<file path="src/rtl/beam_fp_pkg.sv">
// Shared types and constants for the beamforming FP sequencer.
// It holds the FSM state encoding, the default core opcodes and the float constant 1.0.
package beam_fp_pkg;

  typedef enum logic [3:0] {
    IDLE,
    CVT_ISSUE,
    CVT_WAIT,
    MUL_ISSUE,
    MUL_WAIT,
    ADD_ISSUE,
    ADD_WAIT,
    FIX_ISSUE,
    FIX_WAIT,
    DONE
  } state_t;

  localparam logic [2:0] OP_FLOATIS_DEF = 3'd0;
  localparam logic [2:0] OP_FMUL_DEF    = 3'd1;
  localparam logic [2:0] OP_FADD_DEF    = 3'd2;
  localparam logic [2:0] OP_FIXSI_DEF   = 3'd3;

  localparam logic [31:0] FP_ONE = 32'h3F800000;

endpackage

</file>
<file path="src/rtl/beam_coef_regs.sv">
// Per-channel IEEE-754 weight register file.
// Every weight resets to 1.0. The read port is combinational.
module beam_coef_regs
  import beam_fp_pkg::*;
#(
  parameter int N_CH = 4,
  parameter int AW   = 2
) (
  input  logic          i_clk,
  input  logic          i_rst,
  input  logic          i_we,
  input  logic [AW-1:0] i_waddr,
  input  logic [31:0]   i_wdata,
  input  logic [AW-1:0] i_raddr,
  output logic [31:0]   o_rdata
);

  logic [31:0] r_w [N_CH];

  always_ff @(posedge i_clk) begin
    if (i_rst) begin
      for (int i = 0; i < N_CH; i++) r_w[i] <= FP_ONE;
    end else if (i_we && (int'(i_waddr) < N_CH)) begin
      r_w[i_waddr] <= i_wdata;
    end
  end

  assign o_rdata = (int'(i_raddr) < N_CH) ? r_w[i_raddr] : FP_ONE;

endmodule

</file>
<file path="src/rtl/beam_fp_sequencer.sv">
// Drives the shared FP core to form one weighted channel sum per audio frame.
// Per channel the op chain is int->float, multiply by weight, accumulate; float->int runs last.
module beam_fp_sequencer
  import beam_fp_pkg::*;
#(
  parameter int         N_CH       = 4,
  parameter logic [2:0] OP_FLOATIS = OP_FLOATIS_DEF,
  parameter logic [2:0] OP_FMUL    = OP_FMUL_DEF,
  parameter logic [2:0] OP_FADD    = OP_FADD_DEF,
  parameter logic [2:0] OP_FIXSI   = OP_FIXSI_DEF,
  parameter int         TIMEOUT    = 64
) (
  input  logic                                   s2_clk,
  input  logic                                   s2_reset,
  input  logic                                   sample_ready,
  input  logic [32*N_CH-1:0]                     sample_aud,
  input  logic                                   coef_we,
  input  logic [$clog2((N_CH > 1) ? N_CH : 2)-1:0] coef_addr,
  input  logic [31:0]                            coef_wdata,
  output logic                                   fp_clk_en,
  output logic                                   fp_start,
  output logic [2:0]                             fp_n,
  output logic [31:0]                            fp_dataa,
  output logic [31:0]                            fp_datab,
  input  logic                                   fp_done,
  input  logic [31:0]                            fp_result,
  output logic [31:0]                            output_sample,
  output logic                                   out_valid,
  output logic                                   busy,
  output logic                                   overrun,
  output logic                                   fp_timeout
);

  localparam int AW = (N_CH > 1) ? $clog2(N_CH) : 1;
  localparam int WW = $clog2(TIMEOUT + 1);

  state_t        r_state;
  logic [AW-1:0] r_ch;
  logic [31:0]   r_frame [N_CH];
  logic [31:0]   r_acc;
  logic [WW-1:0] r_wait;
  logic          r_fp_start;
  logic [2:0]    r_fp_n;
  logic [31:0]   r_dataa;
  logic [31:0]   r_datab;
  logic [31:0]   r_out;
  logic          r_ov;
  logic          r_busy;
  logic          r_overrun;
  logic          r_timeout;

  logic [31:0]   w_coef;
  logic [31:0]   w_wt;
  logic [AW-1:0] w_ch_nx;
  logic          w_last;
  logic          w_in_wait;
  state_t        w_adv_state;
  logic [2:0]    w_adv_n;
  logic [31:0]   w_adv_a;

  beam_coef_regs #(
    .N_CH (N_CH),
    .AW   (AW)
  ) u_coef (
    .i_clk   (s2_clk),
    .i_rst   (s2_reset),
    .i_we    (coef_we),
    .i_waddr (coef_addr),
    .i_wdata (coef_wdata),
    .i_raddr (r_ch),
    .o_rdata (w_coef)
  );

  // A weight written in the cycle the multiply operands are loaded must already apply.
  assign w_wt      = (coef_we && (coef_addr == r_ch)) ? coef_wdata : w_coef;
  assign w_ch_nx   = r_ch + AW'(1);
  assign w_last    = (int'(r_ch) == N_CH - 1);
  assign w_in_wait = (r_state == CVT_WAIT) || (r_state == MUL_WAIT) ||
                     (r_state == ADD_WAIT) || (r_state == FIX_WAIT);

  // Once the new accumulator is in fp_result, either convert the next channel or finish.
  always_comb begin
    w_adv_state = CVT_ISSUE;
    w_adv_n     = OP_FLOATIS;
    w_adv_a     = r_frame[w_ch_nx];
    if (w_last) begin
      w_adv_state = FIX_ISSUE;
      w_adv_n     = OP_FIXSI;
      w_adv_a     = fp_result;
    end
  end

  // Frame buffer is pure data: loaded on frame accept, no reset.
  always_ff @(posedge s2_clk) begin
    if ((r_state == IDLE) && sample_ready && !s2_reset) begin
      for (int i = 0; i < N_CH; i++) r_frame[i] <= sample_aud[32*i +: 32];
    end
  end

  always_ff @(posedge s2_clk) begin
    if (s2_reset) begin
      r_state    <= IDLE;
      r_ch       <= '0;
      r_acc      <= '0;
      r_wait     <= '0;
      r_fp_start <= 1'b0;
      r_fp_n     <= '0;
      r_dataa    <= '0;
      r_datab    <= '0;
      r_out      <= '0;
      r_ov       <= 1'b0;
      r_busy     <= 1'b0;
      r_overrun  <= 1'b0;
      r_timeout  <= 1'b0;
    end else begin
      r_fp_start <= 1'b0;
      r_ov       <= 1'b0;
      if (sample_ready && (r_state != IDLE)) r_overrun <= 1'b1;

      case (r_state)
        IDLE: begin
          if (sample_ready) begin
            r_ch       <= '0;
            r_busy     <= 1'b1;
            r_state    <= CVT_ISSUE;
            r_fp_start <= 1'b1;
            r_fp_n     <= OP_FLOATIS;
            r_dataa    <= sample_aud[31:0];
            r_datab    <= '0;
          end
        end
        CVT_ISSUE: begin r_wait <= '0; r_state <= CVT_WAIT; end
        MUL_ISSUE: begin r_wait <= '0; r_state <= MUL_WAIT; end
        ADD_ISSUE: begin r_wait <= '0; r_state <= ADD_WAIT; end
        FIX_ISSUE: begin r_wait <= '0; r_state <= FIX_WAIT; end
        CVT_WAIT: begin
          if (fp_done) begin
            r_state    <= MUL_ISSUE;
            r_fp_start <= 1'b1;
            r_fp_n     <= OP_FMUL;
            r_dataa    <= fp_result;
            r_datab    <= w_wt;
          end
        end
        MUL_WAIT: begin
          if (fp_done) begin
            r_fp_start <= 1'b1;
            if (r_ch == '0) begin
              // First product seeds the accumulator; no add needed.
              r_acc   <= fp_result;
              r_state <= w_adv_state;
              r_fp_n  <= w_adv_n;
              r_dataa <= w_adv_a;
              r_datab <= '0;
              if (!w_last) r_ch <= w_ch_nx;
            end else begin
              r_state <= ADD_ISSUE;
              r_fp_n  <= OP_FADD;
              r_dataa <= r_acc;
              r_datab <= fp_result;
            end
          end
        end
        ADD_WAIT: begin
          if (fp_done) begin
            r_acc      <= fp_result;
            r_fp_start <= 1'b1;
            r_state    <= w_adv_state;
            r_fp_n     <= w_adv_n;
            r_dataa    <= w_adv_a;
            r_datab    <= '0;
            if (!w_last) r_ch <= w_ch_nx;
          end
        end
        FIX_WAIT: begin
          if (fp_done) begin
            r_out   <= fp_result;
            r_ov    <= 1'b1;
            r_busy  <= 1'b0;
            r_state <= DONE;
          end
        end
        DONE:    r_state <= IDLE;
        default: r_state <= IDLE;
      endcase

      // A stuck core abandons the frame; output_sample keeps its last good value.
      if (w_in_wait && !fp_done) begin
        if (r_wait == WW'(TIMEOUT - 1)) begin
          r_state   <= IDLE;
          r_busy    <= 1'b0;
          r_timeout <= 1'b1;
        end else begin
          r_wait <= r_wait + WW'(1);
        end
      end
    end
  end

  assign fp_clk_en     = 1'b1;
  assign fp_start      = r_fp_start;
  assign fp_n          = r_fp_n;
  assign fp_dataa      = r_dataa;
  assign fp_datab      = r_datab;
  assign output_sample = r_out;
  assign out_valid     = r_ov;
  assign busy          = r_busy;
  assign overrun       = r_overrun;
  assign fp_timeout    = r_timeout;

endmodule
</file>
<file path="config.mk">
export PLATFORM = sky130hd
export DESIGN_NAME = beam_fp_sequencer
export DESIGN_NICKNAME = d
export VERILOG_FILES = /design/src/rtl/beam_fp_pkg.sv /design/src/rtl/beam_coef_regs.sv /design/src/rtl/beam_fp_sequencer.sv
export SDC_FILE = /design/constraint.sdc
export NUM_CORES = 1
export LEC_CHECK = 0
export BUFFER_PORTS_ARGS = -buffer_cell sky130_fd_sc_hd__buf_2
export CAP_MARGIN = 10
export CORE_MARGIN = 2
export CORE_UTILIZATION = 55
export DETAILED_ROUTE_END_ITERATION = 10
export GPL_TIMING_DRIVEN = 0
export PLACE_DENSITY = 0.89
export SYNTH_ARGS = -nofsm -noshare
export SYNTH_HDL_FRONTEND = slang
export SYNTH_SLANG_ARGS = --single-unit
export TNS_END_PERCENT = 30
</file>
<file path="constraint.sdc">
create_clock -name s2_clk -period 10.85 [get_ports s2_clk]
set_input_delay 0.5425 -clock s2_clk [delete_from_list [all_inputs] [get_ports s2_clk]]
set_output_delay 0.5425 -clock s2_clk [all_outputs]
set_load 0.02 [all_outputs]
</file>
==> impl_metrics.yaml <==
status:
  status: "finished, final reports clean"
worst_setup_path:
  worstPathCellList: "buf_2, buf_1, nor4_1, nand2_1, nor2_4, buf_12, buf_12"
  r2r-end: "r_frame[1][19]"
  critPathMaxStageDelay_ps: 620
  r2r-start: "r_state[1]"
  crit_path_top_delay_cell: "nor4_1"
  critPathLaunchType: "flip-flop"
  worstRegToRegCells: 7
  crit_path_end_kind: "flip-flop"
  crit_fanout: 38
  ff2ff_setup_slack_ps: 7760
  path_common_cell: "buf_12"
  crit_arrival_ps: 3310
  required_ps: 11080
  crit_type: "reg2reg"
synth:
  synth_top_area_cell: "edfxtp_1"
  syn-num-nets: 1659
  synth.avg_cell_area_um2: 12.1
  synthTopCellsByArea: "edfxtp_1 44%, dfxtp_1 17%, mux2i_1 5.6%, mux4_2 4.1%, nand2_1 3.7%"
  yosysTopAreaCellShare_pct: 43.8
  syn_inst: 1455
  syn_area_um2: 17600
  ys_ff_latch: 406
  synth-main-ff-cell: "edfxtp_1"
  synth-edff-count: 256
  ys_async_sr_fraction_pct: 0
  yosysWarnings: 0
  ys_seq_area_share_pct: 60.9
  ys_types: 55
pwr:
  p_clk_share_pct: 42.3
  ir_drop_v: 0.000119
  sequentialPowerShare_pct: 47.9
  combPwrFrac_pct: 9.8
  intPower_mw: 2.83
  p_sw_mw: 0.876
  power_leakage_nw: 7.89
  p_sw_share_pct: 23.6
  powerDensity_nw_per_um2: 175
placement:
  dp_hpwl_um: 38500
  place.gp.congestion: 0.943
  dp.cells: 2159
  portBuffers: 299
  place_ws_ps: 7330
clock_network:
  clock_latency_ps: 540
  clk_pin_slew_ps: 60
  clock_path_buffers: 3
  numCtsBuffers: 42
  clkSinkCount: 406
  h-tree-depth: 2
  cts_setup_buffers: 0
  post_cts_resized: 0
  root_buffer: "clkbuf_16"
  cts_tree: "done"
  holdBufCountCts: 0
sta:
  rsz0062_at_grt: "false"
  setup_slack_ps: 7760
  fin_crit_sh_pct: 28.5
  finalCriticalPeriod_ps: 3090
  hold_violations: 0
  max_freq_ghz: 0.324
  drv_slew: 0
  fin_skew_ps: 14.0
  relSlewSlack_pct: 37.5
  fin_setup_tns_ps: 0
  setup_viol: 0
  worst_slew_pin_slew_ps: 938
route:
  num_vias: 13600
  first_iter_violations: 1334
  viasPerCell: 6.08
  detail_route.drc_violations: 0
  wire_per_inst_um: 23.4
  routed_wl_um: 52300
  drt_pre_antenna_iters: 7
  ant_nets: 0
final_layout:
  area_growth_pct: 20.3
  layout.nets: 2005
  drive_gt1_share_pct: 25.2
  fin_cells: 2239
global_route:
  grtUsageTotal_pct: 31.0
  grt_max_degree: 39
  overflow: 0
  grt_pass1_wl_um: 77900
  antenna_found_initial: 4
  first_global_vias: 13300
worst_hold_path:
  whs_path_depth: 1
  min_from: "sample_aud[84]"
  min_to: "r_frame[2][20]"
  min_path_type: "in2reg"
floorplan:
  rows: 65
  coreArea_um2: 31500
  dieArea_um2: 33400
  start_util_pct: 55.8
  fp.dieH_um: 183
  io_pins: 304
  die_w_um: 183
run:
  cap_violations: 0
routing by layer:
| layer | routed length, um | GRT usage (%) | vias to the layer above | part of all wire (%) |
|---|---|---|---|---|
| met1 | 18600 | 37.9 | 6575 | 35 |
| li1 | - | - | 6078 | - |
| met3 | 5610 | 6.39 | 155 | 11 |
| met4 | 2170 | 12.1 | 4 | 4.1 |
| met2 | 26000 | 54.0 | 809 | 50 |
| met5 | 23 | 0 | - | 0.044 |
power groups by stage:
stage | clock [mW] | combinational [mW] | sequential (mW)
floorplan | 0 | 0.174 | 1.82
global placement | 0 | 0.342 | 1.81
detailed placement | 0 | 0.356 | 1.80
CTS | 1.57 | 0.359 | 1.77
global route | 1.63 | 0.387 | 1.78
finish | 1.57 | 0.365 | 1.77
state kept, by name, indices dropped and copies added (netlist names), 4 cells and up, named ones only:
name and cells:
r_wait 7, r_frame 128, r_acc 32, output_sample 32
fp_dataa 32, u_coef.r_w 128, r_state 4, fp_datab 32
layout make-up:
cell class                 count  area, um^2
clock buffer                  55        1150
antenna                        3        7.51
multi-input combinational    892        6160
sequential                   406       10700
tap                          402         503
buffer                       120         578
inverter                      37         139
fill                        2256       10300
timing repair buffer         302        1560
clock inverter                22         345
per-stage QoR:
| stage | utilization, % | total power, mW | area [um^2] | hold slack [ps] |
|---|---|---|---|---|
| after CTS | 67.1 | 3.70 | 21100 | 166 |
| final | 67.2 | 3.70 | 21100 | 174 |
| after global placement | 62.2 | 2.15 | 19600 | 440 |
| after detailed placement | 62.4 | 2.16 | 19600 | 443 |
| after floorplan | - | 2.00 | 17600 | 437 |
| after global routing | 67.1 | 3.80 | 21100 | 166 |
kinds of logic after synthesis:
| logic type | Yosys count | share of synthesized area (%) |
|---|---|---|
| AND/OR/NAND/NOR | 427 | 13.1 |
| flip-flops | 406 | 60.9 |
| AO/OA/AOI/OAI | 323 | 11.6 |
| buffers and inverters | 157 | 4.08 |
| multiplexers | 133 | 9.88 |
| adder cells (fa/ha/maj) | 5 | 0.356 |
| other | 2 | 0.0428 |
| XOR/XNOR | 2 | 0.0998 |
placed cells by master, fill, tap and decap left out, drive strengths merged, types with 3 or more instances in the layout:
master,n
a21o,4
nor3b,3
nand2,171
bufinv,9
or3,6
diode,3
edfxtp,256
a21oi,113
and2,100
nand4b,33
nor2,22
dfxtp,150
clkinv,9
mux4,32
a22oi,60
nor2b,5
mux2,3
inv,40
nor3,5
buf,351
o22ai,32
nand3,34
o2111ai,4
mux2i,98
o211ai,3
nand2b,31
o21ai,34
or2,4
clkbuf,126
a211oi,64
ha,5
how the worst max path moves through the flow:
stage	startpoint	endpoint	cells past startpoint
2_1_floorplan	r_state[1]	r_frame[0][0]	5
3_3_place_gp	s2_reset	r_frame[3][25]	4
3_5_place_dp	s2_reset	u_coef.r_w[0][13]	5
4_1_cts	r_state[1]	r_frame[1][19]	7
5_1_grt	r_state[1]	r_frame[1][19]	7
6_report	r_state[1]	r_frame[1][19]	7
worst max-delay path: cells and delay by family (launching register included):
kind	cells	cell delay, ps
buffers and inverters	4	1030
DFF	1	340
and+or+nand+nor	3	1360
cells in the mapped netlist, types with 33 or more instances:
cell and count:
and2_1 100, edfxtp_1 256, nand2_1 171, a211oi_1 64, a22oi_1 60, a21oi_1 113
o21ai_0 34, clkbuf_1 71, nand3_1 34, inv_1 37, nand4b_1 33, mux2i_1 98
dfxtp_1 150, buf_2 33
Power figures use the tool's default switching activity.
